`src/rtl/lsu_ctrl_pkg.sv`:
```
// Shared definitions for lsu_ctrl: funct3/mask/state encodings, request record and
// the decode helpers used at request acceptance.
package lsu_ctrl_pkg;

  localparam logic [2:0] F3_B  = 3'b000;
  localparam logic [2:0] F3_H  = 3'b001;
  localparam logic [2:0] F3_W  = 3'b010;
  localparam logic [2:0] F3_BU = 3'b100;
  localparam logic [2:0] F3_HU = 3'b101;

  localparam logic [1:0] MASK_B = 2'b00;
  localparam logic [1:0] MASK_H = 2'b01;
  localparam logic [1:0] MASK_W = 2'b10;

  localparam logic [1:0] ST_IDLE   = 2'd0;
  localparam logic [1:0] ST_ACCESS = 2'd1;
  localparam logic [1:0] ST_WAIT   = 2'd2;
  localparam logic [1:0] ST_DONE   = 2'd3;

  typedef struct packed {
    logic        is_store;
    logic [2:0]  funct3;
    logic [31:0] addr;
    logic [31:0] wdata;
    logic [4:0]  rd;
  } lsu_req_t;

  // Unsigned widths exist only for loads.
  function automatic logic funct3_legal(input logic is_store, input logic [2:0] f3);
    case (f3)
      F3_B, F3_H, F3_W: return 1'b1;
      F3_BU, F3_HU:     return !is_store;
      default:          return 1'b0;
    endcase
  endfunction

  function automatic logic misaligned(input logic [1:0] size, input logic [1:0] lsb);
    return ((size == MASK_H) && lsb[0]) || ((size == MASK_W) && (lsb != 2'b00));
  endfunction

  function automatic logic [31:0] align_addr(input logic [1:0] size, input logic [31:0] addr);
    case (size)
      MASK_H:  return {addr[31:1], 1'b0};
      MASK_W:  return {addr[31:2], 2'b00};
      default: return addr;
    endcase
  endfunction

endpackage

```
`src/rtl/lsu_ctrl_load_ext.sv`:
```
// Combinational sign/zero extender for load data already lane-extracted by the responder.
// Selection follows the RISC-V funct3 of the registered load.
module lsu_load_ext
  import lsu_ctrl_pkg::*;
(
  input  logic [2:0]  funct3,
  input  logic [31:0] data,
  output logic [31:0] ext
);

  always_comb begin
    ext = data;
    case (funct3)
      F3_B:    ext = {{24{data[7]}}, data[7:0]};
      F3_BU:   ext = {24'b0, data[7:0]};
      F3_H:    ext = {{16{data[15]}}, data[15:0]};
      F3_HU:   ext = {16'b0, data[15:0]};
      default: ext = data;
    endcase
  end

endmodule

```
`src/rtl/lsu_ctrl.sv`:
```
// Single-outstanding load/store sequencer onto a synchronous-read DRAM bus; store 3 cycles,
// load 3+RD_LATENCY, no response backpressure. LSU_MISALIGN_TRAP_EN traps misaligned ops.
module lsu_ctrl
  import lsu_ctrl_pkg::*;
#(
  parameter int RD_LATENCY = 1
) (
  input  logic        clk,
  input  logic        rst,
  input  logic        req_valid,
  output logic        req_ready,
  input  logic        req_is_store,
  input  logic [2:0]  req_funct3,
  input  logic [31:0] req_addr,
  input  logic [31:0] req_wdata,
  input  logic [4:0]  req_rd,
  output logic        rsp_valid,
  output logic [31:0] rsp_rdata,
  output logic [4:0]  rsp_rd,
  output logic        rsp_err,
  output logic [31:0] perip_addr,
  output logic [31:0] perip_wdata,
  output logic [1:0]  perip_mask,
  output logic        dram_wen,
  input  logic [31:0] perip_rdata
);

  logic [1:0]  state;
  lsu_req_t    req_q;
  logic [2:0]  cnt;
  logic [31:0] data_q;
  logic        err_q;
  logic        accept;
  logic        legal;
  logic        bus_active;
  logic [31:0] ext_data;

  assign accept = req_valid & req_ready;

`ifdef LSU_MISALIGN_TRAP_EN
  logic mis;
  assign mis   = misaligned(req_funct3[1:0], req_addr[1:0]);
  assign legal = funct3_legal(req_is_store, req_funct3) && !mis;
`else
  assign legal = funct3_legal(req_is_store, req_funct3);
`endif

  lsu_load_ext u_ext (
    .funct3 (req_q.funct3),
    .data   (perip_rdata),
    .ext    (ext_data)
  );

  always_ff @(posedge clk or posedge rst) begin
    if (rst) begin
      state  <= ST_IDLE;
      req_q  <= '0;
      cnt    <= '0;
      data_q <= '0;
      err_q  <= 1'b0;
    end else begin
      case (state)
        ST_IDLE: begin
          if (accept) begin
            req_q.is_store <= req_is_store;
            req_q.funct3   <= req_funct3;
            req_q.addr     <= align_addr(req_funct3[1:0], req_addr);
            req_q.wdata    <= req_wdata;
            req_q.rd       <= req_rd;
            data_q         <= '0;
            err_q          <= !legal;
            state          <= legal ? ST_ACCESS : ST_DONE;
          end
        end
        ST_ACCESS: begin
          if (req_q.is_store) begin
            state <= ST_DONE;
          end else begin
            cnt   <= 3'(RD_LATENCY - 1);
            state <= ST_WAIT;
          end
        end
        ST_WAIT: begin
          if (cnt == 3'd0) begin
            data_q <= ext_data;
            state  <= ST_DONE;
          end else begin
            cnt <= cnt - 3'd1;
          end
        end
        default: state <= ST_IDLE;
      endcase
    end
  end

  // Everything bus-facing is decoded from the state register so reset drops it at once.
  assign bus_active  = (state == ST_ACCESS) || (state == ST_WAIT);
  assign req_ready   = (state == ST_IDLE);
  assign dram_wen    = (state == ST_ACCESS) && req_q.is_store;
  assign perip_addr  = bus_active ? req_q.addr : 32'd0;
  assign perip_wdata = bus_active ? req_q.wdata : 32'd0;
  assign perip_mask  = bus_active ? req_q.funct3[1:0] : 2'b00;

  assign rsp_valid = (state == ST_DONE);
  assign rsp_err   = rsp_valid && err_q;
  assign rsp_rdata = rsp_valid ? data_q : 32'd0;
  assign rsp_rd    = (rsp_valid && !req_q.is_store) ? req_q.rd : 5'd0;

endmodule

```
`config.mk`:
```
export PLATFORM = sky130hd
export DESIGN_NAME = lsu_ctrl
export DESIGN_NICKNAME = d
export VERILOG_FILES = /design/src/rtl/lsu_ctrl_pkg.sv /design/src/rtl/lsu_ctrl_load_ext.sv /design/src/rtl/lsu_ctrl.sv
export SDC_FILE = /design/constraint.sdc
export NUM_CORES = 1
export LEC_CHECK = 0
export BUFFER_PORTS_ARGS = -buffer_cell sky130_fd_sc_hd__buf_2
export CORE_MARGIN = 1.5
export CORE_UTILIZATION = 44
export DETAILED_ROUTE_END_ITERATION = 7
export HOLD_SLACK_MARGIN = 0.02
export PLACE_DENSITY = 0.79
export SLEW_MARGIN = 25
export SYNTH_ARGS = -nofsm -noshare
export SYNTH_HDL_FRONTEND = slang
export SYNTH_SLANG_ARGS = --single-unit
```
`constraint.sdc`:
```
create_clock -name clk -period 3.2 [get_ports clk]
set_input_delay 0.32 -clock clk [delete_from_list [all_inputs] [get_ports clk]]
set_output_delay 0.32 -clock clk [all_outputs]
set_load 0.02 [all_outputs]
```
==> results.json <==
{
  "grt_usage_pct": 19.74,
  "fp.dieW_um": 113.3,
  "gp_congestion": 0.8231,
  "ctsHoldBuffers": 0,
  "dp_hpwl_mm": 8.984,
  "pin_count": 215,
  "cap_violations": 0,
  "diodes": 0,
  "arrival_ns": 2.15,
  "grt_overflow": 0,
  "cp_max_fo": 27,
  "drt_iter0_markers": 195,
  "core_um2": 11910,
  "maxSlewHeadroom_pct": 33.11,
  "portBuffers": 214,
  "synth_seq_cells": 111,
  "clk_latency_ns": 0.34,
  "nets": 760,
  "r2r_start": "cnt[0]$_DFFE_PP0P_",
  "dieArea_um2": 12830,
  "fin_crit_sh_pct": 77.11,
  "cts_buffers": 9,
  "power_density_nw_per_um2": 1099,
  "grt_pass1_vias": 4096,
  "fin_setup_tns_ns": 0,
  "cts.repair.resized": 0,
  "switching_share_pct": 42.72,
  "ys_types": 31,
  "worst_pin_slew_ns": 1.003,
  "clkPwrFrac_pct": 14.0,
  "fin_skew_ns": 0.005184,
  "status": "completed",
  "yosysTopAreaCellShare_pct": 51.92,
  "combPwrFrac_pct": 53.4,
  "rr_endpoint": "data_q[30]$_DFFE_PP0P_",
  "worstPathRequired_ns": 2.88,
  "drive_gt1_share_pct": 49.69,
  "crit_chain": "inv_1, ha_1, buf_4, and2_1, buf_2",
  "path_clk_slew_ns": 0.07,
  "crit_path_max_incr_delay_ns": 0.63,
  "h-tree-depth": 3,
  "post-cts-setup-buffer-count": 0,
  "yosys_warnings": 0,
  "drc": 0,
  "area_delta_synth_final_pct": 26.50,
  "period_minus_slack_ns": 2.468,
  "grt_pass1_wl_mm": 20.02,
  "p_sw_uw": 3176,
  "critPathKind": "reg -> out",
  "antenna_found_initial": 1,
  "yosysSeqAreaShare_pct": 51.92,
  "max-vdd-ir-drop_mv": 0.7172,
  "p_seq_share_pct": 32.6,
  "finalPower_uw": 7435,
  "wl_mm": 12.52,
  "slew_violations": 0,
  "ff2ff_setup_slack_ns": 0.98,
  "min_path_type": "in -> async",
  "internal-power_uw": 4258,
  "hold_viol_final": 0,
  "syn_area_per_cell_um2": 12.08,
  "clock-sinks": 111,
  "rsz0062_at_grt": "false",
  "crit_path_end_kind": "primary output",
  "num_vias": 4053,
  "start_util_pct": 44.92,
  "critical_path.top_delay_family": "adder cells",
  "syn-instance-count": 443,
  "ys_top_cells_by_area": "dfrtp_1 (52%), mux2_2 (15%), and2_1 (12%), o2bb2ai_2 (2.8%), a22o_1 (2.6%)",
  "fmax_ghz": 0.4052,
  "postRouteAntennaNets": 0,
  "post_drt_wl_per_cell_um": 15.75,
  "cts_tree": "yes",
  "synth_nets": 560,
  "p_leak_uw": 0.003480,
  "worst_path_max_delay_cell": "ha_1",
  "grt_max_degree": 80,
  "dr.pass1.iters": 4,
  "setup-violations-final": 0,
  "syn_area_um2": 5350,
  "yosysTopAreaCell": "dfrtp_1",
  "reg2regPathDepth": 6,
  "rows": 40,
  "start_kind": "flip-flop",
  "dieHeight_um": 113.3,
  "clk_path_buf_depth": 2,
  "via_per_inst": 5.098,
  "cts_root_buf": "clkbuf_16",
  "worst-path-buf-inv": 3
}
==> cell usage in the layout (no fill, tap or decap), drive strengths merged, types with 2 or more instances in the layout <==
master	synthesis	routed
a21oi	5	5
a22o	16	16
and2	105	105
buf	16	219
clkbuf	14	9
clkinv	0	4
clkinvlp	0	3
dfrtp	111	111
ha	9	9
inv	11	11
mux2	69	69
nand2	18	18
nor2b	18	18
nor3	3	3
nor4	3	3
o21ai	15	15
o21bai	3	3
o2bb2ai	17	17
o31ai	2	2
==> state kept, by name (all words and copies together), names as in the netlist <==
signal	count
data_q	32
cnt	3
req_q	73
err_q	1
state	2
==> how the worst max path moves through the flow <==
stage	to	slack (ns)	depth (start not counted)	start
detailed placement	data_q[30]$_DFFE_PP0P_	0.98	6	state[0]$_DFFE_PP0P_
global route	perip_addr[10]	0.52	5	state[0]$_DFFE_PP0P_
floorplan	data_q[16]$_DFFE_PP0P_	1.43	8	state[0]$_DFFE_PP0P_
CTS	perip_mask[0]	0.67	5	state[0]$_DFFE_PP0P_
global placement	data_q[30]$_DFFE_PP0P_	1.07	6	state[0]$_DFFE_PP0P_
finish	perip_addr[4]	0.73	5	state[0]$_DFFE_PP0P_
==> power groups by stage <==
stage               Sequential, uW  Clock [uW]  Combinational, uW
floorplan                     2260           0               3040
global placement              2410           0               3890
detailed placement            2440           0               3990
CTS                           2430        1070               4020
global route                  2510        1120               4290
finish                        2430        1040               3970
==> cell type report <==
cell class | count | area (um2)
sequential | 111 | 2778
tap | 147 | 183.9
inverter | 11 | 45.04
fill | 1034 | 5144
clock inverter | 7 | 47.55
clock buffer | 9 | 225.2
multi-input combinational | 291 | 2367
timing repair buffer | 219 | 1121
==> logic make-up after synthesis <==
logic type | after synthesis | share of synthesized area [%]
mux | 70 | 14.71
buf+inv | 41 | 3.976
compound gates | 63 | 10.55
simple gates | 149 | 16.74
flops | 111 | 51.92
fa+ha+maj | 9 | 2.105
==> synthesized netlist by cell type <==
cell type	instances
nor3_1	3
o31ai_1	2
ha_1	9
nor2_1	1
inv_1	11
buf_4	1
nor2b_4	1
o22ai_4	1
buf_2	8
mux2i_1	1
or4b_4	1
o221ai_1	1
a21oi_1	5
buf_6	6
nor2b_1	17
mux2_2	69
nor4_1	3
a21o_4	1
o21ba_2	1
clkbuf_1	14
o2bb2ai_1	7
dfrtp_1	111
o21ai_0	14
o21bai_1	3
nand2_1	18
and2_1	105
a22o_1	16
o211a_1	1
o2bb2ai_2	10
o21ai_4	1
buf_1	1
==> metal layers <==
layer  share of wire, %  vias to the layer above  GRT usage, %  wire, um
li1                   -                     1891             -         -
met1                 43                     1962         25.07      5430
met2                 47                      180         32.48      5939
met3                7.5                       18         5.142       934
met4                1.6                        2         7.583       205
met5              0.096                        -             0        12
==> per-stage QoR <==
stage                     hold WS, ns  instances  worst slack, ns  instance area [um2]  utilization (%)
after floorplan                0.4424        443            1.434                 5354                -
after global placement         0.4629        779            1.075                 6495            54.53
after detailed placement       0.4667        779           0.9802                 6495            54.53
after CTS                      0.1279        795           0.6664                 6768            56.82
after global routing           0.1596        795           0.5166                 6768            56.82
final                          0.1081        795           0.7323                 6768            56.82
==> worst register-to-register path, delay by kind of cell (launching register included) <==
kind	cells	cell delay (ns)
AO/OA/AOI/OAI	3	1.18
adder cells (fa/ha/maj)	1	0.19
buffers and inverters	1	0.10
AND/OR/NAND/NOR	1	0.24
flip-flops	1	0.42
No activity file was read; power rests on OpenSTA's default activity.
